File: src/rtl/rv32_pkg.sv
// Shared RV32 pipeline types and constants.
// Used by the IF stage and its IF/ID register.
package rv32_pkg;

  localparam int XLEN = 32;
  localparam logic [XLEN-1:0] NOP_WORD = 32'h0000_0013;
  localparam logic [XLEN-1:0] RESET_PC = 32'h0000_0000;

  typedef enum logic [1:0] {
    FETCH   = 2'd0,
    HOLD    = 2'd1,
    DISCARD = 2'd2
  } fetch_state_e;

  typedef struct packed {
    logic [XLEN-1:0] pc;
    logic [XLEN-1:0] pc_plus4;
    logic [XLEN-1:0] instr;
    logic            valid;
  } if_id_t;

  function automatic logic [XLEN-1:0] pc_inc(
    input logic [XLEN-1:0] pc
  );
    return pc + 32'd4;
  endfunction

endpackage

File: src/rtl/if_id_register.sv
// IF/ID pipeline register.
// Load wins over bubble; neither set means hold.
module if_id_register
  import rv32_pkg::*;
#(
  parameter logic [XLEN-1:0] NOP_INSTR = NOP_WORD
) (
  input  logic   clk,
  input  logic   rst_n,
  input  logic   load,
  input  logic   bubble,
  input  if_id_t d,
  output if_id_t q
);

  // register update: reset, load, bubble or hold
  always_ff @(posedge clk) begin
    if (!rst_n) begin
      q.pc       <= '0;
      q.pc_plus4 <= '0;
      q.instr    <= NOP_INSTR;
      q.valid    <= 1'b0;
    end else if (load) begin
      q <= d;
    end else if (bubble) begin
      q.instr <= NOP_INSTR;
      q.valid <= 1'b0;
    end
  end

endmodule

File: src/rtl/instruction_fetch_unit.sv
// RV32IM IF stage: PC, fetch FSM, skid buffer.
// Redirects may land while a fetch is in flight.
module instruction_fetch_unit
  import rv32_pkg::*;
#(
  parameter logic [XLEN-1:0] RESET_VECTOR = RESET_PC,
  parameter logic [XLEN-1:0] NOP_INSTR    = NOP_WORD
) (
  input  logic            CLK,
  input  logic            RESET_N,
  input  logic            STALL,
  input  logic            BRANCH_TAKEN,
  input  logic [XLEN-1:0] BRANCH_TARGET,
  output logic            IMEM_READ,
  output logic [XLEN-1:0] IMEM_ADDR,
  input  logic            IMEM_BUSYWAIT,
  input  logic [XLEN-1:0] IMEM_INSTRUCTION,
  output logic [XLEN-1:0] IF_ID_PC,
  output logic [XLEN-1:0] IF_ID_PC_PLUS4,
  output logic [XLEN-1:0] IF_ID_INSTRUCTION,
  output logic            IF_ID_VALID
);

  fetch_state_e    state, state_n;
  logic [XLEN-1:0] pc, pc_n;
  logic [XLEN-1:0] disc_addr, disc_addr_n;
  if_id_t          skid, skid_n;

  logic            rd;
  logic            accept;
  logic            ld;
  logic            bub;
  logic [XLEN-1:0] target;
  if_id_t          ld_data;
  if_id_t          q;

  assign target = BRANCH_TARGET & ~32'd3;

  // state, PC, skid buffer and discard address
  always_ff @(posedge CLK) begin
    if (!RESET_N) begin
      state     <= FETCH;
      pc        <= RESET_VECTOR;
      disc_addr <= RESET_VECTOR;
      skid      <= '0;
    end else begin
      state     <= state_n;
      pc        <= pc_n;
      disc_addr <= disc_addr_n;
      skid      <= skid_n;
    end
  end

  // next state, memory request and IF/ID controls
  always_comb begin
    state_n     = state;
    pc_n        = pc;
    disc_addr_n = disc_addr;
    skid_n      = skid;
    rd          = 1'b0;
    IMEM_ADDR   = pc;
    ld          = 1'b0;
    bub         = 1'b0;
    ld_data     = '{pc:       pc,
                    pc_plus4: pc_inc(pc),
                    instr:    IMEM_INSTRUCTION,
                    valid:    1'b1};
    accept      = 1'b0;
    unique case (state)
      FETCH: begin
        rd     = 1'b1;
        accept = RESET_N & ~IMEM_BUSYWAIT;
        if (BRANCH_TAKEN) begin
          pc_n   = target;
          bub    = 1'b1;
          skid_n = '0;
          if (IMEM_BUSYWAIT) begin
            disc_addr_n = pc;
            state_n     = DISCARD;
          end
        end else if (accept && !STALL) begin
          ld   = 1'b1;
          pc_n = pc_inc(pc);
        end else if (accept) begin
          skid_n  = ld_data;
          state_n = HOLD;
        end else if (!STALL) begin
          bub = 1'b1;
        end
      end
      HOLD: begin
        if (BRANCH_TAKEN) begin
          pc_n    = target;
          bub     = 1'b1;
          skid_n  = '0;
          state_n = FETCH;
        end else if (!STALL) begin
          ld      = skid.valid;
          bub     = ~skid.valid;
          ld_data = skid;
          skid_n  = '0;
          pc_n    = pc_inc(pc);
          state_n = FETCH;
        end
      end
      DISCARD: begin
        rd        = 1'b1;
        IMEM_ADDR = disc_addr;
        bub       = 1'b1;
        if (BRANCH_TAKEN) begin
          pc_n = target;
        end
        if (!IMEM_BUSYWAIT) begin
          state_n = FETCH;
        end
      end
      default: begin
        state_n = FETCH;
      end
    endcase
  end

  assign IMEM_READ = rd & RESET_N;

  if_id_register #(
    .NOP_INSTR (NOP_INSTR)
  ) u_if_id (
    .clk    (CLK),
    .rst_n  (RESET_N),
    .load   (ld),
    .bubble (bub),
    .d      (ld_data),
    .q      (q)
  );

  assign IF_ID_PC          = q.pc;
  assign IF_ID_PC_PLUS4    = q.pc_plus4;
  assign IF_ID_INSTRUCTION = q.instr;
  assign IF_ID_VALID       = q.valid;

endmodule

File: config.mk
export PLATFORM = sky130hd
export DESIGN_NAME = instruction_fetch_unit
export DESIGN_NICKNAME = d
export VERILOG_FILES = /design/src/rtl/rv32_pkg.sv /design/src/rtl/if_id_register.sv /design/src/rtl/instruction_fetch_unit.sv
export SDC_FILE = /design/constraint.sdc
export NUM_CORES = 1
export LEC_CHECK = 0
export CAP_MARGIN = 30
export CORE_UTILIZATION = 49
export DETAILED_ROUTE_END_ITERATION = 10
export PLACE_DENSITY = 0.77
export SLEW_MARGIN = 5
export SYNTH_ARGS = -nofsm -noshare
export SYNTH_HDL_FRONTEND = slang
export SYNTH_HIERARCHICAL = 1
export SYNTH_SLANG_ARGS = --single-unit
File: constraint.sdc
create_clock -name CLK -period 1.9 [get_ports CLK]
set_clock_uncertainty 0.05 [all_clocks]
set_input_delay 0.285 -clock CLK [delete_from_list [all_inputs] [get_ports CLK]]
set_output_delay 0.285 -clock CLK [all_outputs]
set_load 0.01 [all_outputs]
==> flow_metrics.py <==
metrics = {
    "global_routing": {
        "track_usage_pct": 28.2,
        "grt_overflow": 0,
        "grt_use_met1_pct": 36.6,
        "use_met2_pct": 47.1,
        "first_global_vias": 10800,
        "grt_pass1_wl_um": 56400,
        "grt_max_degree": 113,
        "busiest_layer": "met2",
        "grt_use_met3_pct": 3.21,
        "antenna_found_initial": 1,
    },
    "route": {
        "drtIter0Drc": 1326,
        "wl_per_cell_um": 19.2,
        "postRouteAntennaNets": 0,
        "num_vias": 11800,
        "drc": 0,
        "routed_wl_um": 39700,
        "avgViaCountPerCell": 5.74,
        "first_pass_iters": 6,
    },
    "setup_path": {
        "crit_chain": "nand3_2 > nor4_4 > buf_6 > buf_4 > nand3_2 > nor3_1 > a211o_1",
        "cp_slowest_cell": "nor3_1",
        "reg2reg_slack_ns": -0.32,
        "crit_required_ns": 2.34,
        "slowest_delay_ns": 0.55,
        "path_class": "reg -> reg",
        "worstPathArrival_ns": 2.66,
        "start_kind": "flip-flop",
        "critPathMaxFanout": 8,
        "ff2ff_path_depth": 7,
        "critPathCaptureType": "flip-flop",
        "timing.rr.end": "pc[25]",
        "timing.rr.start": "pc[14]",
        "cpMostUsedCell": "nand3_2",
    },
    "yosys": {
        "yosys_register_bits": 253,
        "yosys.area.top_type": "dfxtp_1",
        "syn_inst": 1455,
        "seq_area_frac_synth_pct": 42.1,
        "synthFlopType": "dfxtp_1",
        "synth_top_area_share_pct": 42.1,
        "synth_edf_count": 0,
        "synth.area.top_cells": "dfxtp_1 (42%), nand2_1 (9.6%), mux2i_1 (5.7%), a22oi_1 (4.1%), nor2_1 (3.9%)",
        "ys_warn_count": 6,
        "syn-mean-instance-area_um2": 8.27,
        "ys_types": 63,
        "synth_area_um2": 12000,
        "async_reset_ff_share_pct": 0,
    },
    "placed_design": {
        "port_buffers": 194,
        "pre_cts_ws_ns": -0.430,
        "gp_congestion": 0.886,
        "hpwl_um": 23700,
        "placed_cell_area_um2": 15000,
    },
    "clock_tree": {
        "cts_tree": "yes",
        "clk_pin_slew_worst_paths_ns": 0.07,
        "cts_sinks": 253,
        "numCtsBuffers": 27,
        "cts_buffer_depth": 3,
        "holdBufCountCts": 0,
        "htree_levels": 1,
        "cts_root_buf": "clkbuf_16",
        "clock_latency_ns": 0.55,
    },
    "die": {
        "ios": 199,
        "die_w_um": 159,
        "coreArea_um2": 23800,
        "die_y_um": 159,
        "dieArea_um2": 25200,
        "start_util_pct": 50.6,
        "row_count": 56,
    },
    "worst_hold_path": {
        "min_delay_path_depth": 4,
        "holdCritStartpoint": "RESET_N",
        "min_to": "skid[48]",
        "hold_class": "in -> reg",
    },
    "pwr": {
        "power.leakage_nw": 6.47,
        "power_per_cell_area_nw_per_um2": 754,
        "ir_drop_mv": 0.633,
    },
    "sta": {
        "finalCritPeriodShare_pct": 117,
        "hold_violations": 0,
        "worstMarginPinSlew_ns": 0.611,
        "setup_ws_ns": -0.317,
        "setup_viol": 64,
        "relSlewSlack_pct": 59.0,
        "hold_ws_ns": 0.173,
        "period_minus_slack_ns": 2.22,
        "drv_slew": 0,
        "max_freq_mhz": 451,
        "rsz0062_at_grt": "yes",
    },
    "final_layout": {
        "nFillCells": 1635,
        "drive_above_1_share_pct": 24.5,
        "syn_to_final_growth_pct": 41.2,
        "postLayoutCellArea_um2": 17000,
        "fin_nets": 1794,
    },
    "run_status": {
        "violations": "negative setup slack",
        "status": "complete, but fails checks",
    },
    "run": {
        "maxCapViolCount": 0,
    },
}
-- cells by family after synthesis --
kind of cell    Yosys count  share of synthesized area [%]
xor+xnor                 28                           2.04
fa+ha+maj                 1                          0.104
flops                   253                           42.1
buf+inv                 143                           6.40
mux                      95                           8.18
other cells               1                         0.0312
compound gates          271                           14.8
simple gates            663                           26.4
-- cell type report --
type / instances / area, um^2 / area share [%]
Clock inverter: 7 / 116 / 0.685
Timing Repair Buffer: 376 / 3800 / 22.4
Clock buffer: 40 / 774 / 4.56
Inverter: 6 / 25.0 / 0.147
Tap cell: 319 / 399 / 2.35
Multi-Input combinational cell: 1060 / 6790 / 40.0
Sequential cell: 253 / 5080 / 29.9
Antenna cell: 1 / 2.50 / 0.0147
-- placed cells by master (no fill, tap or decap), types with 5 or more instances in the layout --
cell type,n
nand2_1,304
dfxtp_1,244
clkdlybuf4s50_1,162
buf_4,140
nor2_1,119
nor2b_1,68
mux2i_1,68
a22oi_1,65
a21oi_1,61
buf_6,37
o21ai_0,34
nand2b_1,33
nand3_2,33
clkbuf_16,33
o21ai_2,28
mux2_4,26
buf_12,26
nand3_1,23
nand4_1,17
xor2_1,12
a21oi_2,12
o21ai_1,12
nor3_1,11
clkbuf_1,8
o22ai_1,7
nor3_2,6
xnor2_2,6
a2bb2oi_1,6
dfxtp_2,6
inv_1,5
and3_1,5
nor2_4,5
xor2_2,5
xnor2_1,5
o31a_1,5
clkbuf_8,5
-- power by group --
group	internal, mW	switching (mW)
clock	3.21	2.20
sequential	5.41	0.0803
combinational	0.897	1.01
-- flip-flops by register name, summed over array words and instances, names as in the netlist --
signal     flops
pc            30
skid          94
disc_addr     30
state          2
u_if_id/q     97
-- metal layers --
layer | wire length [um] | vias up
li1 | - | 5470
met1 | 15400 | 5509
met2 | 18600 | 697
met3 | 3530 | 164
met4 | 2130 | 0
met5 | 0 | -
-- cell usage after synthesis, types with 4 or more instances --
cell type / number
buf_1: 5
mux2_2: 26
nand3_1: 27
dfxtp_1: 253
a21oi_1: 73
and4_1: 4
nand3_2: 30
buf_12: 10
nand2b_1: 34
o221ai_1: 6
a211o_1: 4
buf_4: 7
o31ai_1: 4
clkbuf_1: 85
a2bb2oi_1: 6
xnor2_1: 11
buf_2: 29
and2_1: 5
o31a_1: 5
nor3_1: 17
nand2_1: 309
a22oi_1: 66
a31oi_1: 5
xor2_1: 17
inv_1: 5
and3_1: 7
nor2b_1: 69
mux2i_1: 69
nor2_1: 126
o21ai_2: 24
nor4_1: 4
a21o_1: 5
nand4_1: 17
o22ai_1: 7
o21ai_0: 48
-- critical path, delay by kind of cell, from the launching register on --
family / cells / cell delay, ns
AND/OR/NAND/NOR: 4 / 1.22
buffers and inverters: 2 / 0.31
AO/OA/AOI/OAI: 1 / 0.19
flip-flops: 1 / 0.40
-- metrics by stage --
stage                     total power [mW]  utilization [%]  std cells  setup TNS (ns)
after floorplan                       6.44                -       1456         -0.0119
after global placement                7.15             63.2       1976          -61.57
after detailed placement              7.18             63.2       1976          -69.16
after CTS                             12.6             68.5       2038           -6.14
after global routing                  13.2             71.5       2062          -12.76
final                                 12.8             71.5       2062           -8.00
-- repair_timing --
item | CTS | global route
setup buffers | 12 | 20
gates cloned | 3 | 6
endpoints found under the setup margin | 45 | 80
pin swaps | 5 | 35
gates resized for setup | 199 | 114
-- worst max-delay path by stage --
stage | from | to | slack [ns] | cells past startpoint
5_1_grt | pc[14] | pc[25] | -0.42 | 7
4_1_cts | state[1] | IMEM_ADDR[2] | -0.27 | 6
3_5_place_dp | IMEM_BUSYWAIT | u_if_id/q[61] | -0.43 | 8
6_report | pc[14] | pc[25] | -0.32 | 7
2_1_floorplan | pc[3] | u_if_id/q[47] | -0.006 | 8
3_3_place_gp | IMEM_BUSYWAIT | u_if_id/q[52] | -0.36 | 8
(Power assumes the default switching activity.)
